$ cat src/rtl/shift_pin_sout_if.sv
// Core-side load port of the serial transmitter: a WIDTH-bit word handed over
// with a valid/ready handshake. Index 0 of pdata is the first bit sent.
interface shift_pin_sout_if #(
    parameter int WIDTH = 8
);
    logic [0:WIDTH-1] pdata;
    logic             pdata_valid;
    logic             pdata_ready;

    modport master (
        output pdata,
        output pdata_valid,
        input  pdata_ready
    );

    modport slave (
        input  pdata,
        input  pdata_valid,
        output pdata_ready
    );
endinterface

$ cat src/rtl/shift_pin_sout.sv
// Parallel-in, serial-out transmitter. The core loads a holding register; the
// host latches it into a shifter with le and clocks it out on dout with sclk.
module shift_pin_sout #(
    parameter int WIDTH       = 8,
    parameter int SYNC_STAGES = 2
) (
    input  logic              clk,
    input  logic              rst_n,
    shift_pin_sout_if.slave   core,
    input  logic              sclk,
    input  logic              cs,
    input  logic              le,
    output logic              dout,
    output logic              busy,
    output logic              taken,
    output logic              underrun,
    output logic              done,
    output logic              abort
);
    localparam int CNT_W = $clog2(WIDTH + 1);

    localparam logic [0:0] ST_IDLE  = 1'b0;
    localparam logic [0:0] ST_SHIFT = 1'b1;

    // Host pins, one synchroniser lane each: 0 = sclk, 1 = cs, 2 = le.
    localparam int LANE_SCLK = 0;
    localparam int LANE_CS   = 1;
    localparam int LANE_LE   = 2;
    localparam int LANES     = 3;

    logic [LANES-1:0] host_in;
    logic [LANES-1:0] level_s;
    logic [LANES-1:0] rise_s;

    assign host_in[LANE_SCLK] = sclk;
    assign host_in[LANE_CS]   = cs;
    assign host_in[LANE_LE]   = le;

    genvar gi;
    generate
        for (gi = 0; gi < LANES; gi++) begin : g_sync
            logic [SYNC_STAGES-1:0] chain_reg;
            logic                   hist_reg;

            always_ff @(posedge clk or negedge rst_n) begin
                if (!rst_n) begin
                    chain_reg <= '0;
                    hist_reg  <= 1'b0;
                end else begin
                    chain_reg <= {chain_reg[SYNC_STAGES-2:0], host_in[gi]};
                    hist_reg  <= chain_reg[SYNC_STAGES-1];
                end
            end

            assign level_s[gi] = chain_reg[SYNC_STAGES-1];
            assign rise_s[gi]  = chain_reg[SYNC_STAGES-1] & ~hist_reg;
        end
    endgenerate

    logic [0:WIDTH-1] hold_reg,      hold_next;
    logic             hold_full_reg, hold_full_next;
    logic [0:WIDTH-1] sh_reg,        sh_next;
    logic [CNT_W-1:0] bit_cnt_reg,   bit_cnt_next;
    logic [CNT_W-1:0] bit_cnt_inc;
    logic [0:0]       state_reg,     state_next;
    logic             taken_reg,     taken_next;
    logic             underrun_reg,  underrun_next;
    logic             done_reg,      done_next;
    logic             abort_reg,     abort_next;

    logic cs_s;
    logic le_s;
    logic accept;
    logic snap_ev;
    logic shift_ev;
    logic drop_ev;

    assign cs_s = level_s[LANE_CS];
    assign le_s = level_s[LANE_LE];

    assign accept   = core.pdata_valid && !hold_full_reg;
    assign snap_ev  = rise_s[LANE_LE] && cs_s;
    assign shift_ev = rise_s[LANE_SCLK] && cs_s && !le_s && (state_reg == ST_SHIFT);
    assign drop_ev  = !cs_s;

    assign bit_cnt_inc = bit_cnt_reg + CNT_W'(1);

    always_comb begin
        hold_next      = hold_reg;
        hold_full_next = hold_full_reg;
        sh_next        = sh_reg;
        bit_cnt_next   = bit_cnt_reg;
        state_next     = state_reg;
        taken_next     = 1'b0;
        underrun_next  = 1'b0;
        done_next      = 1'b0;
        abort_next     = 1'b0;

        // drop outranks snap, snap outranks shift; a shift coinciding with a
        // snap is swallowed so the new word always starts at bit 0.
        if ((state_reg == ST_SHIFT) && drop_ev) begin
            state_next   = ST_IDLE;
            sh_next      = '0;
            bit_cnt_next = '0;
            abort_next   = 1'b1;
        end else if (snap_ev) begin
            if (hold_full_reg) begin
                sh_next        = hold_reg;
                hold_full_next = 1'b0;
                taken_next     = 1'b1;
            end else begin
                sh_next       = '0;
                underrun_next = 1'b1;
            end
            bit_cnt_next = '0;
            state_next   = ST_SHIFT;
        end else if (shift_ev) begin
            if (bit_cnt_inc == CNT_W'(WIDTH)) begin
                state_next   = ST_IDLE;
                sh_next      = '0;
                bit_cnt_next = '0;
                done_next    = 1'b1;
            end else begin
                sh_next      = {sh_reg[1:WIDTH-1], 1'b0};
                bit_cnt_next = bit_cnt_inc;
            end
        end

        // Accept is only possible while empty, so it never collides with the
        // snapshot clearing hold_full; a same-cycle word simply lands afterwards.
        if (accept) begin
            hold_next      = core.pdata;
            hold_full_next = 1'b1;
        end
    end

    always_ff @(posedge clk or negedge rst_n) begin
        if (!rst_n) begin
            hold_reg      <= '0;
            hold_full_reg <= 1'b0;
            sh_reg        <= '0;
            bit_cnt_reg   <= '0;
            state_reg     <= ST_IDLE;
            taken_reg     <= 1'b0;
            underrun_reg  <= 1'b0;
            done_reg      <= 1'b0;
            abort_reg     <= 1'b0;
        end else begin
            hold_reg      <= hold_next;
            hold_full_reg <= hold_full_next;
            sh_reg        <= sh_next;
            bit_cnt_reg   <= bit_cnt_next;
            state_reg     <= state_next;
            taken_reg     <= taken_next;
            underrun_reg  <= underrun_next;
            done_reg      <= done_next;
            abort_reg     <= abort_next;
        end
    end

    // sh_reg is cleared on every return to IDLE, gating keeps dout low anyway.
    assign dout             = (state_reg == ST_SHIFT) && sh_reg[0];
    assign busy             = (state_reg == ST_SHIFT);
    assign taken            = taken_reg;
    assign underrun         = underrun_reg;
    assign done             = done_reg;
    assign abort            = abort_reg;
    assign core.pdata_ready = !hold_full_reg;

endmodule
$ cat src/flat_wrapper.sv
// flat-port wrapper written by rule: the top's interface ports become plain ports
module shift_pin_sout_flat 
#(
    parameter int WIDTH       = 8,
    parameter int SYNC_STAGES = 2
)
  (clk, rst_n, sclk, cs, le, dout, busy, taken, underrun, done, abort, core_pdata, core_pdata_valid, core_pdata_ready);
  shift_pin_sout_if #(.WIDTH(WIDTH)) core_i ();
  input  logic clk;
  input  logic rst_n;
  input  logic sclk;
  input  logic cs;
  input  logic le;
  output logic dout;
  output logic busy;
  output logic taken;
  output logic underrun;
  output logic done;
  output logic abort;
  input wire logic [$bits(core_i.pdata)-1:0] core_pdata;
  input wire logic [$bits(core_i.pdata_valid)-1:0] core_pdata_valid;
  output wire logic [$bits(core_i.pdata_ready)-1:0] core_pdata_ready;
  assign core_i.pdata = core_pdata;
  assign core_i.pdata_valid = core_pdata_valid;
  assign core_pdata_ready = core_i.pdata_ready;
  shift_pin_sout #(.WIDTH(WIDTH), .SYNC_STAGES(SYNC_STAGES)) u_core (.clk(clk), .rst_n(rst_n), .core(core_i), .sclk(sclk), .cs(cs), .le(le), .dout(dout), .busy(busy), .taken(taken), .underrun(underrun), .done(done), .abort(abort));
endmodule
$ cat config.mk
export PLATFORM = sky130hd
export DESIGN_NAME = shift_pin_sout_flat
export DESIGN_NICKNAME = d
export VERILOG_FILES = /design/src/rtl/shift_pin_sout_if.sv /design/src/rtl/shift_pin_sout.sv /design/src/flat_wrapper.sv
export SDC_FILE = /design/constraint.sdc
export NUM_CORES = 1
export LEC_CHECK = 0
export ABC_AREA = 1
export BUFFER_PORTS_ARGS = -buffer_cell sky130_fd_sc_hd__clkbuf_2
export CORE_MARGIN = 4
export CORE_UTILIZATION = 55
export CTS_BUF_LIST = sky130_fd_sc_hd__clkbuf_4
export DETAILED_ROUTE_END_ITERATION = 12
export GPL_ROUTABILITY_DRIVEN = 0
export PLACE_DENSITY = 0.77
export SLEW_MARGIN = 20
export SYNTH_ARGS = -nofsm -noshare
export SYNTH_HDL_FRONTEND = slang
export SYNTH_SLANG_ARGS = --single-unit
$ cat constraint.sdc
create_clock -name clk -period 2.4 [get_ports clk]
set_input_delay 0.72 -clock clk [delete_from_list [all_inputs] [get_ports clk]]
set_output_delay 0.72 -clock clk [all_outputs]
set_load 0.02 [all_outputs]
==> results of run 1 <==
through the flow:
step	worst slack (ps)	area (um2)	instances	total power, mW
after floorplan	922	1470	164	0.991
after global placement	983	1610	214	1.07
after detailed placement	955	1610	214	1.08
after CTS	575	1690	222	1.50
after global routing	490	1690	222	1.60
final	594	1690	222	1.48
metal layers:
layer  share of wire (%)  vias to the layer above  global-route usage [%]
met3                 5.9                        7                    7.13
met4                 1.9                        0                    6.65
li1                    -                      550                       -
met1                  47                      459                    20.6
met2                  45                       25                    27.6
met5                   0                        -                       0
cells in the mapped netlist (2+ instances only):
cell     count
inv_2        2
o21ai_0      3
o21ai_1      2
nand3_1      2
dfrtp_1     34
nand2_1     77
nor2_1      12
nor2_8       3
inv_1       15
a21oi_1      2
nand2_2      2
inv_4        2
critical path, stage by stage (launching register included):
cell	delay [ps]
dfrtp_1	470
nand2_1	70
inv_1	50
clkbuf_2	150
power groups by stage:
| stage | Sequential [mW] | Combinational [mW] | Clock (mW) |
|---|---|---|---|
| global route | 0.786 | 0.350 | 0.465 |
| global placement | 0.777 | 0.290 | 0 |
| detailed placement | 0.781 | 0.296 | 0 |
| finish | 0.768 | 0.294 | 0.422 |
| CTS | 0.770 | 0.298 | 0.432 |
| floorplan | 0.765 | 0.226 | 0 |
cell families after synthesis:
family | share of synthesized area (%)
buf+inv | 5.78
fa+ha+maj | 0.850
flops | 57.8
compound gates | 2.38
simple gates | 33.2
cell usage in the layout, fill, tap and decap left out, drive strengths merged:
cell	instances
a21oi	2
nand4	1
o21ai	5
nand3	4
nand2	80
ha	1
nor2	17
dfrtp	34
inv	20
bufinv	1
clkbuf	27
worst min-delay path by stage:
stage	slack [ps]	end	depth (start not counted)	from
final	360	u_core.g_sync[1].chain_reg[1]	0	u_core.g_sync[1].chain_reg[0]
after global routing	360	u_core.g_sync[1].chain_reg[1]	0	u_core.g_sync[1].chain_reg[0]
after CTS	360	u_core.g_sync[1].chain_reg[1]	0	u_core.g_sync[1].chain_reg[0]
after detailed placement	340	u_core.g_sync[1].chain_reg[1]	0	u_core.g_sync[1].chain_reg[0]
after global placement	330	u_core.g_sync[1].chain_reg[1]	0	u_core.g_sync[1].chain_reg[0]
after floorplan	330	u_core.g_sync[0].chain_reg[1]	0	u_core.g_sync[0].chain_reg[0]
area by class of cell:
class / instances / area share [%]
flip-flops and latches: 34 / 50.3
multi-input cells: 110 / 31.7
repair buffers: 20 / 5.92
inverters: 20 / 5.03
clock buffers: 7 / 3.11
well taps: 30 / 2.22
clock inverters: 1 / 1.78
==> flow_summary.yaml, run 1 <==
sta:
  tightestPinTransition_ps: 803
  finalMaxSlewViolations: 0
  timing_hold_violations_final: 0
  fmax_mhz: 554
  rsz0062_at_grt: "no"
  finClkSkew_ps: 8.10
  setup_viol_count_final: 0
  fin_crit_ps: 1810
  max_slew_margin_pct: 46.5
  period_share_pct: 75.2
  fin_setup_tns_ps: 0
  hold_slack_ps: 357
synthesis:
  yosys-top-cells-area: "dfrtp_1, nand2_1, nor2_8"
  yosysWarnings: 0
  synth_edf_count: 0
  syn-num-nets: 179
  synthArstFlopShare_pct: 100
  syn-cell-area_um2: 1470
  postSynthCellCount: 164
  synth_cell_type_count: 20
  synth_flop_cell: "dfrtp_1"
  yosysTopAreaCell: "dfrtp_1"
  synth-seq-area-share_pct: 57.8
  avgSynthCellArea_um2: 8.97
  yosysTopAreaCellShare_pct: 57.8
  ys_ff_latch: 34
critical_path:
  cp-start-kind: "flop"
  r2r_start: "u_core.bit_cnt_reg[0]"
  path_max_fanout: 5
  crit_arrival_ps: 1090
  worstSetupEndpointType: "primary output"
  regToRegEndpoint: "u_core.busy"
  rrSetupSlack_ps: 1050
  worstPathRequired_ps: 1680
  ff2ff_path_depth: 6
  startpoint: "u_core.busy"
  critPathCapture: "dout"
  critPathKind: "reg2out"
route:
  first_pass_iters: 4
  wire_per_inst_um: 10.6
  drc: 0
  num_vias: 1041
  drt_iter0_drc: 29
  via_per_inst: 4.69
  drt-total-wl_um: 2360
  final_antenna_net_count: 0
power:
  switching_share_pct: 29.3
  p_comb_share_pct: 19.8
  internal-power_mw: 1.05
  powerDensity_nw_per_um2: 878
  power.net_switching_mw: 0.435
  leakagePower_nw: 0.958
  irDropWorstVdd_mv: 0.675
  power_frac_seq_pct: 51.8
  p_clk_share_pct: 28.4
floorplan:
  pin_count: 21
  die_w_um: 59.7
  dieArea_um2: 3570
  core-area_um2: 2520
  rows: 18
  initial_core_util_pct: 58.3
  die_h_um: 59.7
finish:
  ff_latch_area_um2: 851
  drive_gt1_share_pct: 22.4
  multi_input_area_um2: 536
  syn_to_final_growth_pct: 15.0
  fin_util_pct: 67.1
  nets: 206
  fillers: 231
  num_antenna_cells: 0
grt:
  grt_max_degree: 35
  grt_pass1_vias: 1017
  grt_pass1_wl_um: 4460
  antenna_found_initial: 0
  globalRouteTotalUtil_pct: 17.2
  gr-total-overflow: 0
clock_network:
  clk_latency_ps: 340
  cts_setup_buffers: 0
  root_buffer: "clkbuf_4"
  cts.repair.resized: 0
  cts.clk_slew.worst_paths_ps: 100
  cts_tree: "built"
  clock_sinks: 34
  cts-hold-fix-buffers: 0
  h-tree-depth: 2
  clockBufferDepth: 2
  cts_buffers: 5
placed_design:
  port_buffers: 20
  place_hpwl_um: 1780
status:
  status: "finished clean"
run:
  maxCapViolations: 0
hold_path:
  hp-class: "reg2reg"
Power figures use the tool's default switching activity.
==> inputs of run 2 (changes only) <==
--- a/config.mk
+++ b/config.mk
@@ -5,14 +5,14 @@
 export SDC_FILE = /design/constraint.sdc
 export NUM_CORES = 1
 export LEC_CHECK = 0
-export ABC_AREA = 1
+export ABC_AREA = 0
 export BUFFER_PORTS_ARGS = -buffer_cell sky130_fd_sc_hd__clkbuf_2
 export CORE_MARGIN = 4
 export CORE_UTILIZATION = 55
 export CTS_BUF_LIST = sky130_fd_sc_hd__clkbuf_4
 export DETAILED_ROUTE_END_ITERATION = 12
 export GPL_ROUTABILITY_DRIVEN = 0
-export PLACE_DENSITY = 0.77
+export PLACE_DENSITY = 0.78
 export SLEW_MARGIN = 20
 export SYNTH_ARGS = -nofsm -noshare
 export SYNTH_HDL_FRONTEND = slang
==> constraint.sdc (replaced) <==
create_clock -name clk -period 1.85 [get_ports clk]
set_input_delay 0.555 -clock clk [delete_from_list [all_inputs] [get_ports clk]]
set_output_delay 0.555 -clock clk [all_outputs]
set_load 0.02 [all_outputs]
==> flow_summary.yaml, run 2 <==
clock_network:
  cts.repair.resized: 0
  root_buffer: "clkbuf_4"
  cts_buffers: 5
  cts-hold-fix-buffers: 0
  cts.clk_slew.worst_paths_ps: 100
  cts_setup_buffers: 0
  clock_sinks: 34
  h-tree-depth: 2
  clockBufferDepth: 2
  cts_tree: "built"
  clk_latency_ps: 330
synthesis:
  ys_ff_latch: 34
  postSynthCellCount: 97
  yosys-top-cells-area: "dfrtp_1, mux2_2, a221o_1"
  yosysTopAreaCellShare_pct: 64.2
  yosysWarnings: 0
  avgSynthCellArea_um2: 13.7
  synth_cell_type_count: 28
  syn-num-nets: 112
  synthArstFlopShare_pct: 100
  syn-cell-area_um2: 1330
  synth_edf_count: 0
  synth_flop_cell: "dfrtp_1"
  netlist_top_cells_count: "dfrtp_1, and3_1, mux2_2, a221o_1, nand2_1"
  synth-seq-area-share_pct: 64.2
  yosysTopAreaCell: "dfrtp_1"
  synth_most_common_cell: "dfrtp_1"
critical_path:
  regToRegEndpoint: "u_core.sh_reg[3]"
  worstPathRequired_ps: 1290
  rrSetupSlack_ps: 400
  path_max_fanout: 8
  startpoint: "u_core.busy"
  cp-start-kind: "flop"
  worstSetupEndpointType: "primary output"
  critPathKind: "reg2out"
  r2r_start: "u_core.g_sync[2].chain_reg[1]"
  ff2ff_path_depth: 4
  crit_arrival_ps: 1120
route:
  drc: 0
  wire_per_inst_um: 14.5
  drt_iter0_drc: 31
  first_pass_iters: 4
  via_per_inst: 5.59
  num_vias: 856
  drt-total-wl_um: 2220
  final_antenna_net_count: 0
power:
  finalPower_mw: 1.46
  irDropWorstVdd_mv: 0.666
  leakagePower_nw: 0.766
  powerDensity_nw_per_um2: 965
finish:
  final_cell_mix: "dfrtp_1, clkbuf_2, and3_1"
  drive_gt1_share_pct: 34.4
  layout_commonest_cell: "dfrtp_1"
  syn_to_final_growth_pct: 14.2
  stdcell_count: 153
  nets: 139
  post-route-cell-area_um2: 1510
  num_antenna_cells: 0
floorplan:
  pin_count: 21
  initial_core_util_pct: 58.8
  dieArea_um2: 3260
  core-area_um2: 2250
  die_h_um: 57.1
  die_w_um: 57.1
  rows: 17
sta:
  fin_ws_ps: 179
  finalMaxSlewViolations: 0
  fin_setup_tns_ps: 0
  setup_viol_count_final: 0
  fmax_mhz: 598
  finClkSkew_ps: 12.0
  max_slew_margin_pct: 72.9
  period_share_pct: 90.3
  timing_hold_violations_final: 0
  fin_crit_ps: 1670
  rsz0062_at_grt: "no"
  tightestPinTransition_ps: 407
status:
  status: "finished clean"
grt:
  globalRouteTotalUtil_pct: 16.5
  grt_pass1_vias: 883
  antenna_found_initial: 0
  grt_pass1_wl_um: 4060
  grt_max_degree: 35
  gr-total-overflow: 0
placed_design:
  preCtsSetupSlack_ps: 406
  dp_cells: 145
  port_buffers: 20
  place_hpwl_um: 1550
  placement.cell_area_um2: 1460
run:
  maxCapViolations: 0
hold_path:
  hp-class: "in2async"
==> run 2: layer usage <==
metal | vias to the layer above | share of wire [%] | global-route usage, %
met2 | 21 | 49 | 26.3
met1 | 424 | 44 | 20.4
met4 | 0 | 1.8 | 7.95
met5 | - | 0 | 0
met3 | 6 | 5.3 | 5.43
li1 | 405 | - | -
==> run 2: kinds of logic after synthesis <==
family	after synthesis	synth area share, %
DFF	34	64.2
and+or+nand+nor	33	14.1
AOI/OAI and AO/OA	16	11.5
muxes	9	7.55
buffers and inverters	4	1.79
adders and majority gates	1	0.943
==> run 2: area by class of cell <==
cell class,count,area (um2)
Fill cell,177,741
Clock inverter,2,8.76
Tap cell,28,35.0
Sequential cell,34,851
Timing Repair Buffer,22,115
Multi-Input combinational cell,59,452
Inverter,2,7.51
Clock buffer,6,45.0
==> run 2: worst max path at each step <==
stage | endpoint | slack, ps
CTS | dout | 170
global placement | u_core.hold_reg[3] | 450
detailed placement | u_core.bit_cnt_reg[2] | 410
global route | dout | 80
floorplan | u_core.sh_reg[0] | 470
finish | dout | 180
==> run 2: critical path, cell delays in order, from the launching register on <==
cell	delay, ps
dfrtp_1	470
and2_1	160
clkbuf_2	160
==> run 2: where the power goes <==
group	total, mW	switching (mW)	internal [mW]
sequential	0.907	0.0612	0.846
clock	0.389	0.232	0.157
combinational	0.166	0.0701	0.0957
==> run 2: stage by stage <==
step / utilization [%] / hold WS [ps]
final: 67.1 / 230
after global routing: 67.1 / 245
after CTS: 67.1 / 234
after detailed placement: 64.8 / 341
after global placement: 64.8 / 332
after floorplan: - / 259
